`config.mk`:
```
export PLATFORM = sky130hd
export DESIGN_NAME = pc_fetch_stage_flat
export DESIGN_NICKNAME = d
export VERILOG_FILES = /design/src/rtl/pc_fetch_stage_if.sv /design/src/rtl/pc_fetch_stage.sv /design/src/flat_wrapper.sv
export SDC_FILE = /design/constraint.sdc
export NUM_CORES = 1
export LEC_CHECK = 0
export ABC_AREA = 1
export CORE_ASPECT_RATIO = 1.75
export CORE_UTILIZATION = 46
export DETAILED_ROUTE_END_ITERATION = 10
export PLACE_DENSITY = 0.71
export SLEW_MARGIN = 25
export SYNTH_ARGS = -nofsm -noshare
export SYNTH_HDL_FRONTEND = slang
export SYNTH_SLANG_ARGS = --single-unit
```
`constraint.sdc`:
```
create_clock -name clk -period 2.3 [get_ports clk]
set_clock_uncertainty 0.2 [all_clocks]
set_input_delay 0.46 -clock clk [delete_from_list [all_inputs] [get_ports clk]]
set_output_delay 0.46 -clock clk [all_outputs]
set_load 0.02 [all_outputs]
```
`src/rtl/pc_fetch_stage_if.sv`:
```
`default_nettype none
// ---------------------------------------------------------------------------
// pc_fetch_stage_if : redirect, instruction-memory and IF/ID bundle
// Rev 1.0
// ---------------------------------------------------------------------------
interface pc_fetch_stage_if;
  logic        stall;
  logic        redirect_valid;
  logic [31:0] redirect_target;
  logic        imem_req;
  logic [31:0] imem_addr;
  logic        imem_ack;
  logic [31:0] imem_rdata;
  logic        if_valid;
  logic [31:0] if_pc;
  logic [31:0] if_pc_plus4;
  logic [31:0] if_instr;

  modport master (
    input  stall, redirect_valid, redirect_target, imem_ack, imem_rdata,
    output imem_req, imem_addr, if_valid, if_pc, if_pc_plus4, if_instr
  );

  modport slave (
    output stall, redirect_valid, redirect_target, imem_ack, imem_rdata,
    input  imem_req, imem_addr, if_valid, if_pc, if_pc_plus4, if_instr
  );
endinterface
`default_nettype wire

```
`src/rtl/pc_fetch_stage.sv`:
```
`default_nettype none
// ---------------------------------------------------------------------------
// pc_fetch_stage : PC, imem req/ack fetch, IF/ID register, hold buffer, redirects
// Rev 1.0
// ---------------------------------------------------------------------------
module pc_fetch_stage #(
  parameter logic [31:0] RESET_PC = 32'h0000_0000
) (
  input  wire logic        clk,
  input  wire logic        reset,
  pc_fetch_stage_if.master bus
);

  typedef enum logic [1:0] {
    FETCH = 2'd0,
    HOLD  = 2'd1,
    DRAIN = 2'd2
  } state_t;

  localparam logic [31:0] c_reset_pc = RESET_PC & ~32'd3;

  state_t      state_q, state_d;
  logic [31:0] pc_q, pc_d;
  logic [31:0] pend_pc_q, pend_pc_d;
  logic [31:0] hpc_q, hpc_d;
  logic [31:0] hinstr_q, hinstr_d;
  logic        if_valid_q, if_valid_d;
  logic [31:0] if_pc_q, if_pc_d;
  logic [31:0] if_pc_plus4_q, if_pc_plus4_d;
  logic [31:0] if_instr_q, if_instr_d;

  logic [31:0] pc_plus4;
  logic [31:0] hpc_plus4;
  logic [31:0] target;
  logic        slot_free;

  assign pc_plus4  = pc_q + 32'd4;
  assign hpc_plus4 = hpc_q + 32'd4;
  assign target    = bus.redirect_target & ~32'd3;
  assign slot_free = !if_valid_q || !bus.stall;

  assign bus.imem_req    = ((state_q == FETCH) || (state_q == DRAIN)) && !reset;
  assign bus.imem_addr   = pc_q;
  assign bus.if_valid    = if_valid_q;
  assign bus.if_pc       = if_pc_q;
  assign bus.if_pc_plus4 = if_pc_plus4_q;
  assign bus.if_instr    = if_instr_q;

  always_ff @(posedge clk) begin
    if (reset) begin
      state_q       <= FETCH;
      pc_q          <= c_reset_pc;
      pend_pc_q     <= 32'd0;
      hpc_q         <= 32'd0;
      hinstr_q      <= 32'd0;
      if_valid_q    <= 1'b0;
      if_pc_q       <= 32'd0;
      if_pc_plus4_q <= 32'd0;
      if_instr_q    <= 32'd0;
    end else begin
      state_q       <= state_d;
      pc_q          <= pc_d;
      pend_pc_q     <= pend_pc_d;
      hpc_q         <= hpc_d;
      hinstr_q      <= hinstr_d;
      if_valid_q    <= if_valid_d;
      if_pc_q       <= if_pc_d;
      if_pc_plus4_q <= if_pc_plus4_d;
      if_instr_q    <= if_instr_d;
    end
  end

  always_comb begin
    state_d       = state_q;
    pc_d          = pc_q;
    pend_pc_d     = pend_pc_q;
    hpc_d         = hpc_q;
    hinstr_d      = hinstr_q;
    if_valid_d    = if_valid_q;
    if_pc_d       = if_pc_q;
    if_pc_plus4_d = if_pc_plus4_q;
    if_instr_d    = if_instr_q;

    // Decode consumes the current entry; a load below may refill it.
    if (if_valid_q && !bus.stall) begin
      if_valid_d = 1'b0;
    end

    case (state_q)
      FETCH: begin
        if (bus.redirect_valid) begin
          if_valid_d = 1'b0;
          if (bus.imem_ack) begin
            pc_d = target;
          end else begin
            pend_pc_d = target;
            state_d   = DRAIN;
          end
        end else if (bus.imem_ack) begin
          pc_d = pc_plus4;
          if (slot_free) begin
            if_valid_d    = 1'b1;
            if_pc_d       = pc_q;
            if_pc_plus4_d = pc_plus4;
            if_instr_d    = bus.imem_rdata;
          end else begin
            hpc_d    = pc_q;
            hinstr_d = bus.imem_rdata;
            state_d  = HOLD;
          end
        end
      end

      HOLD: begin
        if (bus.redirect_valid) begin
          if_valid_d = 1'b0;
          hpc_d      = 32'd0;
          hinstr_d   = 32'd0;
          pc_d       = target;
          state_d    = FETCH;
        end else if (!bus.stall) begin
          if_valid_d    = 1'b1;
          if_pc_d       = hpc_q;
          if_pc_plus4_d = hpc_plus4;
          if_instr_d    = hinstr_q;
          state_d       = FETCH;
        end
      end

      DRAIN: begin
        // The stale request must complete before the target can be issued.
        if (bus.redirect_valid) begin
          if_valid_d = 1'b0;
          pend_pc_d  = target;
          if (bus.imem_ack) begin
            pc_d    = target;
            state_d = FETCH;
          end
        end else if (bus.imem_ack) begin
          pc_d    = pend_pc_q;
          state_d = FETCH;
        end
      end

      default: begin
        state_d = FETCH;
      end
    endcase
  end

endmodule
`default_nettype wire

```
`src/flat_wrapper.sv`:
```
// flat-port wrapper written by rule: the top's interface ports become plain ports
module pc_fetch_stage_flat 
#(
  parameter logic [31:0] RESET_PC = 32'h0000_0000
)
  (clk, reset, bus_stall, bus_redirect_valid, bus_redirect_target, bus_imem_ack, bus_imem_rdata, bus_imem_req, bus_imem_addr, bus_if_valid, bus_if_pc, bus_if_pc_plus4, bus_if_instr);
  pc_fetch_stage_if bus_i ();
  input  wire logic clk;
  input  wire logic reset;
  input wire logic [$bits(bus_i.stall)-1:0] bus_stall;
  input wire logic [$bits(bus_i.redirect_valid)-1:0] bus_redirect_valid;
  input wire logic [$bits(bus_i.redirect_target)-1:0] bus_redirect_target;
  input wire logic [$bits(bus_i.imem_ack)-1:0] bus_imem_ack;
  input wire logic [$bits(bus_i.imem_rdata)-1:0] bus_imem_rdata;
  output wire logic [$bits(bus_i.imem_req)-1:0] bus_imem_req;
  output wire logic [$bits(bus_i.imem_addr)-1:0] bus_imem_addr;
  output wire logic [$bits(bus_i.if_valid)-1:0] bus_if_valid;
  output wire logic [$bits(bus_i.if_pc)-1:0] bus_if_pc;
  output wire logic [$bits(bus_i.if_pc_plus4)-1:0] bus_if_pc_plus4;
  output wire logic [$bits(bus_i.if_instr)-1:0] bus_if_instr;
  assign bus_i.stall = bus_stall;
  assign bus_i.redirect_valid = bus_redirect_valid;
  assign bus_i.redirect_target = bus_redirect_target;
  assign bus_i.imem_ack = bus_imem_ack;
  assign bus_i.imem_rdata = bus_imem_rdata;
  assign bus_imem_req = bus_i.imem_req;
  assign bus_imem_addr = bus_i.imem_addr;
  assign bus_if_valid = bus_i.if_valid;
  assign bus_if_pc = bus_i.if_pc;
  assign bus_if_pc_plus4 = bus_i.if_pc_plus4;
  assign bus_if_instr = bus_i.if_instr;
  pc_fetch_stage #(.RESET_PC(RESET_PC)) u_core (.clk(clk), .reset(reset), .bus(bus_i));
endmodule
```
After elaboration in Yosys (flattened, before gate mapping)
Cells that the tools add are included.
{ "word_totals": {"register_bits": 227, "input_bits": 69, "output_inout_bits": 130, "wordCells": 98} }
{ "classes": {"add_sub_neg": 2, "eq_ne": 18, "muxes": 53, "n_reduce_logical": 16} }
{ "op_table": {"columns": ["op", "n"], "rows": [
  ["$mux W32", 30],
  ["$pmux W32 S2", 6],
  ["$pmux W32 S3", 1],
  ["$add A32 B3 Y32 const B", 2],
  ["$ne A2 B2 Y1 const B", 10],
  ["$ne A3 B3 Y1 const B", 5],
  ["$mux W2", 7],
  ["$reduce_and A5 Y1", 2],
  ["$reduce_and A4 Y1", 2],
  ["$mux W1", 7],
  ["$pmux W2 S3", 1],
  ["$reduce_and A6 Y1", 1],
  ["$reduce_bool A2 Y1", 2],
  ["$logic_not A1 Y1", 3],
  ["$pmux W1 S3", 1],
  ["$reduce_bool A3 Y1", 1],
  ["$eq A2 B1 Y1 const B", 1],
  ["$eq A2 B2 Y1 const B", 1],
  ["$logic_and A1 B1 Y1", 2],
  ["$logic_not A2 Y1", 1],
  ["$logic_or A1 B1 Y1", 2],
  ["$ne A2 B1 Y1 const B", 1]
]} }

Depth between registers and ports, before layout
{ "depth": {"depth_word": 7, "ltp_mapped": 13, "ltp_nobuf": 13} }

Worst setup path before layout
OpenSTA, ideal clock, no wires.
{ "synth_path": {"path_type": "input -> output", "startpoint": "in reset", "endpoint": "out bus_imem_req", "arrival_time_ns": 1.433, "required_time_ns": 1.640, "slack_ns": 0.207, "path_stages": 4, "n_path_buf": 3, "path_cell_list": "clkbuf_1 > clkbuf_1 > buf_1 > a21oi_1"} }
{ "synth_via": {"elab_chain_len": 2} }
{ "synth_rtl": {"columns": ["element", "line", "rtl"], "rows": [
  ["start: declaration", "flat_wrapper.sv:9", "input wire logic reset;"],
  ["$logic_not A1 Y1", "pc_fetch_stage.sv:42", "assign bus.imem_req = ((state_q == FETCH) || (state_q == DRAIN)) && !reset;"],
  ["$logic_and A1 B1 Y1", "pc_fetch_stage.sv:42", null],
  ["end: declaration", "flat_wrapper.sv:15", "output wire logic [$bits(bus_i.imem_req)-1:0] bus_imem_req;"]
]} }
Every way passes these cells.

Worst setup path in the final report
{ "layout_path": {"startpoint": "reg u_core.pc_q[2] (netlist: u_core.bus.imem_addr[2])", "endpoint": "out bus_imem_addr[2]"} }
{ "layout_rtl": {"columns": ["element", "line", "rtl"], "rows": [
  ["start: declaration", "pc_fetch_stage.sv:23", "logic [31:0] pc_q, pc_d;"],
  ["start signal: assignment", "pc_fetch_stage.sv:52", "pc_q <= c_reset_pc;"],
  ["start signal: assignment", "pc_fetch_stage.sv:62", "pc_q <= pc_d;"],
  ["end: declaration", "flat_wrapper.sv:16", "output wire logic [$bits(bus_i.imem_addr)-1:0] bus_imem_addr;"]
]} }
No word-level cell between the ends.

==> impl_metrics.ini <==
[timing]
finalCritPeriodShare_pct = 98.3
rsz0062_at_grt = false
holdWs_ns = 0.255
slew_headroom_pct = 60.7
setup_viol = 0
achievable-frequency_mhz = 442
drv_slew = 0
fin_ws_ns = 0.0382
worst_pin_slew_ns = 0.586
hold_viol_final = 0
fin_crit_ns = 2.26

[floorplanning]
rows = 76
die-height_um = 212
core_region_area_mm2 = 0.0247
fp.dieW_um = 122
dieArea_mm2 = 0.0260
pin_count = 199
start_util_pct = 47.1

[global_route]
grt_start_max_net_pins = 99
grtUsageTotal_pct = 29.3
grt_pass1_vias = 11900
grt_antenna_before_repair = 0
grt_overflow = 0
grt_pass1_wl_mm = 60.6

[logic_synthesis]
yosysTopAreaCell = dfxtp_1
synth-main-ff-cell = dfxtp_1
synth_area_leaders = dfxtp_1 (38%), nand2_1 (17%), o21ai_0 (6.6%), a21oi_1 (6.3%), nand3_1 (5.4%)
ys_ff_latch = 223
synth_top_area_share_pct = 38.4
synthAdderAreaFrac_pct = 0.645
avgSynthCellArea_um2 = 6.62
postSynthCellCount = 1759
synth_top_family_by_area = simple AND/OR/NAND/NOR gates
synth_compound_area_share_pct = 20.0
yosysSeqAreaShare_pct = 38.4
synth-xor-area-share_pct = 1.58
synth_edf_count = 0
synth_cell_type_count = 47
netlist_area_mm2 = 0.0116
syn_nets = 1834
synthSimpleGateAreaFrac_pct = 30.1
synthArstFlopShare_pct = 0
synth_mux_area_share_pct = 0.860
ys_warn_count = 0

[layout]
n_antenna_cell = 0
area_growth_pct = 30.3
fin_nets = 2026
drive_gt1_share_pct = 9.66

[worst_hold_path]
hp-class = reg2reg

[critical_path]
rrSetupSlack_ns = 0.15
crit_slowest_cell = clkdlybuf4s50_1
timing.critical_path.cells = buf_4 > clkdlybuf4s50_1
rr_startpoint = u_core.state_q[1]
timing.rr.end = u_core.bus.if_pc_plus4[22]
cp-startpoint = u_core.bus.imem_addr[2]
crit_fanout = 5
setup.worst_path.start_class = flip-flop
reg2regPathDepth = 13
cp-end-kind = primary output
crit_arrival_ns = 1.60
cpPeakStageDelay_ns = 0.60
endpoint = bus_imem_addr[2]
cp.required_ns = 1.64
path_class = reg2out

[placement]
hpwlAfterDp_mm = 26.9
routabilityCongestion = 0.949
io_buffers = 196
dp_slack_ns = -0.189

[route]
drt_iter0_markers = 796
ant_nets = 0
drc_errors = 0
wl_per_cell_um = 16.6
totalWireLength_mm = 37.8
dr.pass1.iters = 6
viasPerCell = 5.50
vias = 12500

[clocking]
clk_pin_slew_worst_paths_ns = 0.06
clock_latency_ns = 0.52
cts.sinks = 223
clock_path_buffers = 3
cts_tree = done
cts_root_buf = clkbuf_16
cts_hold_buf = 0
htree_levels = 1
numCtsBuffers = 22

[pwr]
vdd_drop_max_mv = 0.481
power_density_mw_per_mm2 = 811
leakage_nw = 5.95

[outcome]
run_status = completed

[flow_run]
max_cap_viol_count = 0
cell type report:
cell class	count	area, µm²
flip-flops and latches	223	4480
clock inverters	12	119
inverters	100	385
well taps	312	390
clock buffers	27	611
multi-input cells	1301	6200
repair buffers	303	2980
fillers	2300	9560
synthesized netlist by cell type, drive strengths merged (2+ instances only):
master and instances:
or2 8, a22o 10, o21ai 169, xnor2 11, nor3 9, nor2 151
and2 2, clkbuf 84, a21oi 147, nand3 126, nand4 13, inv 99
o22ai 2, buf 51, xor2 10, o211ai 10, a31oi 71, o2111ai 6
nand2 525, ha 6, o221ai 3, nand3b 5, a22oi 2, dfxtp 223
mux2i 10
metal layers:
| layer | up-vias | GRT usage [%] | wire, µm |
|---|---|---|---|
| li1 | 6209 | - | - |
| met1 | 5770 | 33.8 | 14700 |
| met3 | 101 | 3.17 | 2080 |
| met2 | 441 | 52.3 | 19200 |
| met5 | - | 0 | 0 |
| met4 | 0 | 15.6 | 1840 |
power breakdown:
part	total [W]	leakage [nW]	switching, W	internal [W]
Sequential	0.00472	1.83	0.000382	0.00434
Clock	0.00372	0.361	0.00160	0.00212
Combinational	0.00387	3.76	0.00225	0.00162
repair_timing:
| item | 4_1_cts | 5_1_grt |
|---|---|---|
| gates resized for setup | 31 | 10 |
| endpoints found under the setup margin | 21 | 92 |
| setup buffers | 0 | 2 |
| gates cloned | 0 | 1 |
critical path, delay by kind of cell (launching register included):
kind                   cells  cell delay (ns)
buffers and inverters      2             0.74
flip-flops                 1             0.34
cells by family (layout without fill, tap and decap cells):
group,count (synthesis),after routing
AOI/OAI and AO/OA,423,423
xor gates and xnor gates,21,21
adders and majority gates,6,6
buffers and inverters,235,442
DFF,223,223
muxes,10,10
and+or+nand+nor,841,841
metrics by stage:
stage	TNS, ns	instance area (µm²)	utilization, %	std cells	total power [W]
final	0	15200	61.4	2278	0.0123
after global placement	-7.44	14400	58.1	2236	0.00858
after global routing	0	15200	61.4	2278	0.0130
after floorplan	0	11600	-	1759	0.00691
after CTS	0	15100	61.0	2275	0.0123
after detailed placement	-9.78	14400	58.1	2236	0.00863
sequential cells by signal, summed over array words and instances, names as in the netlist:
name                    count
u_core.bus.imem_addr       32
u_core.bus.if_valid         1
u_core.bus.if_instr        32
u_core.bus.if_pc           32
u_core.pend_pc_q           30
u_core.hinstr_q            32
u_core.state_q              2
u_core.bus.if_pc_plus4     30
u_core.hpc_q               32
worst min-delay path by stage:
stage	start	endpoint	slack, ns	cells after the start
global placement	u_core.pend_pc_q[3]	u_core.pend_pc_q[3]	0.23	2
detailed placement	u_core.pend_pc_q[3]	u_core.pend_pc_q[3]	0.25	2
floorplan	u_core.pend_pc_q[3]	u_core.pend_pc_q[3]	0.22	2
finish	u_core.pend_pc_q[3]	u_core.pend_pc_q[3]	0.25	2
CTS	u_core.pend_pc_q[3]	u_core.pend_pc_q[3]	0.25	2
global route	u_core.hinstr_q[28]	u_core.hinstr_q[28]	0.28	2
placed cells by master, fill, tap and decap left out, types with 16 or more instances in the layout:
cell type,netlist,final
buf_12,0,16
o21ai_1,16,16
nand2_1,520,519
a31oi_1,71,71
buf_4,7,90
dfxtp_1,223,214
nor2_1,139,138
a21oi_1,146,146
clkbuf_16,0,24
clkdlybuf4s50_1,0,170
dlygate4sd2_1,0,19
inv_1,92,92
nand3_1,125,125
o21ai_0,153,153
No activity file was read; power rests on OpenSTA's default activity.
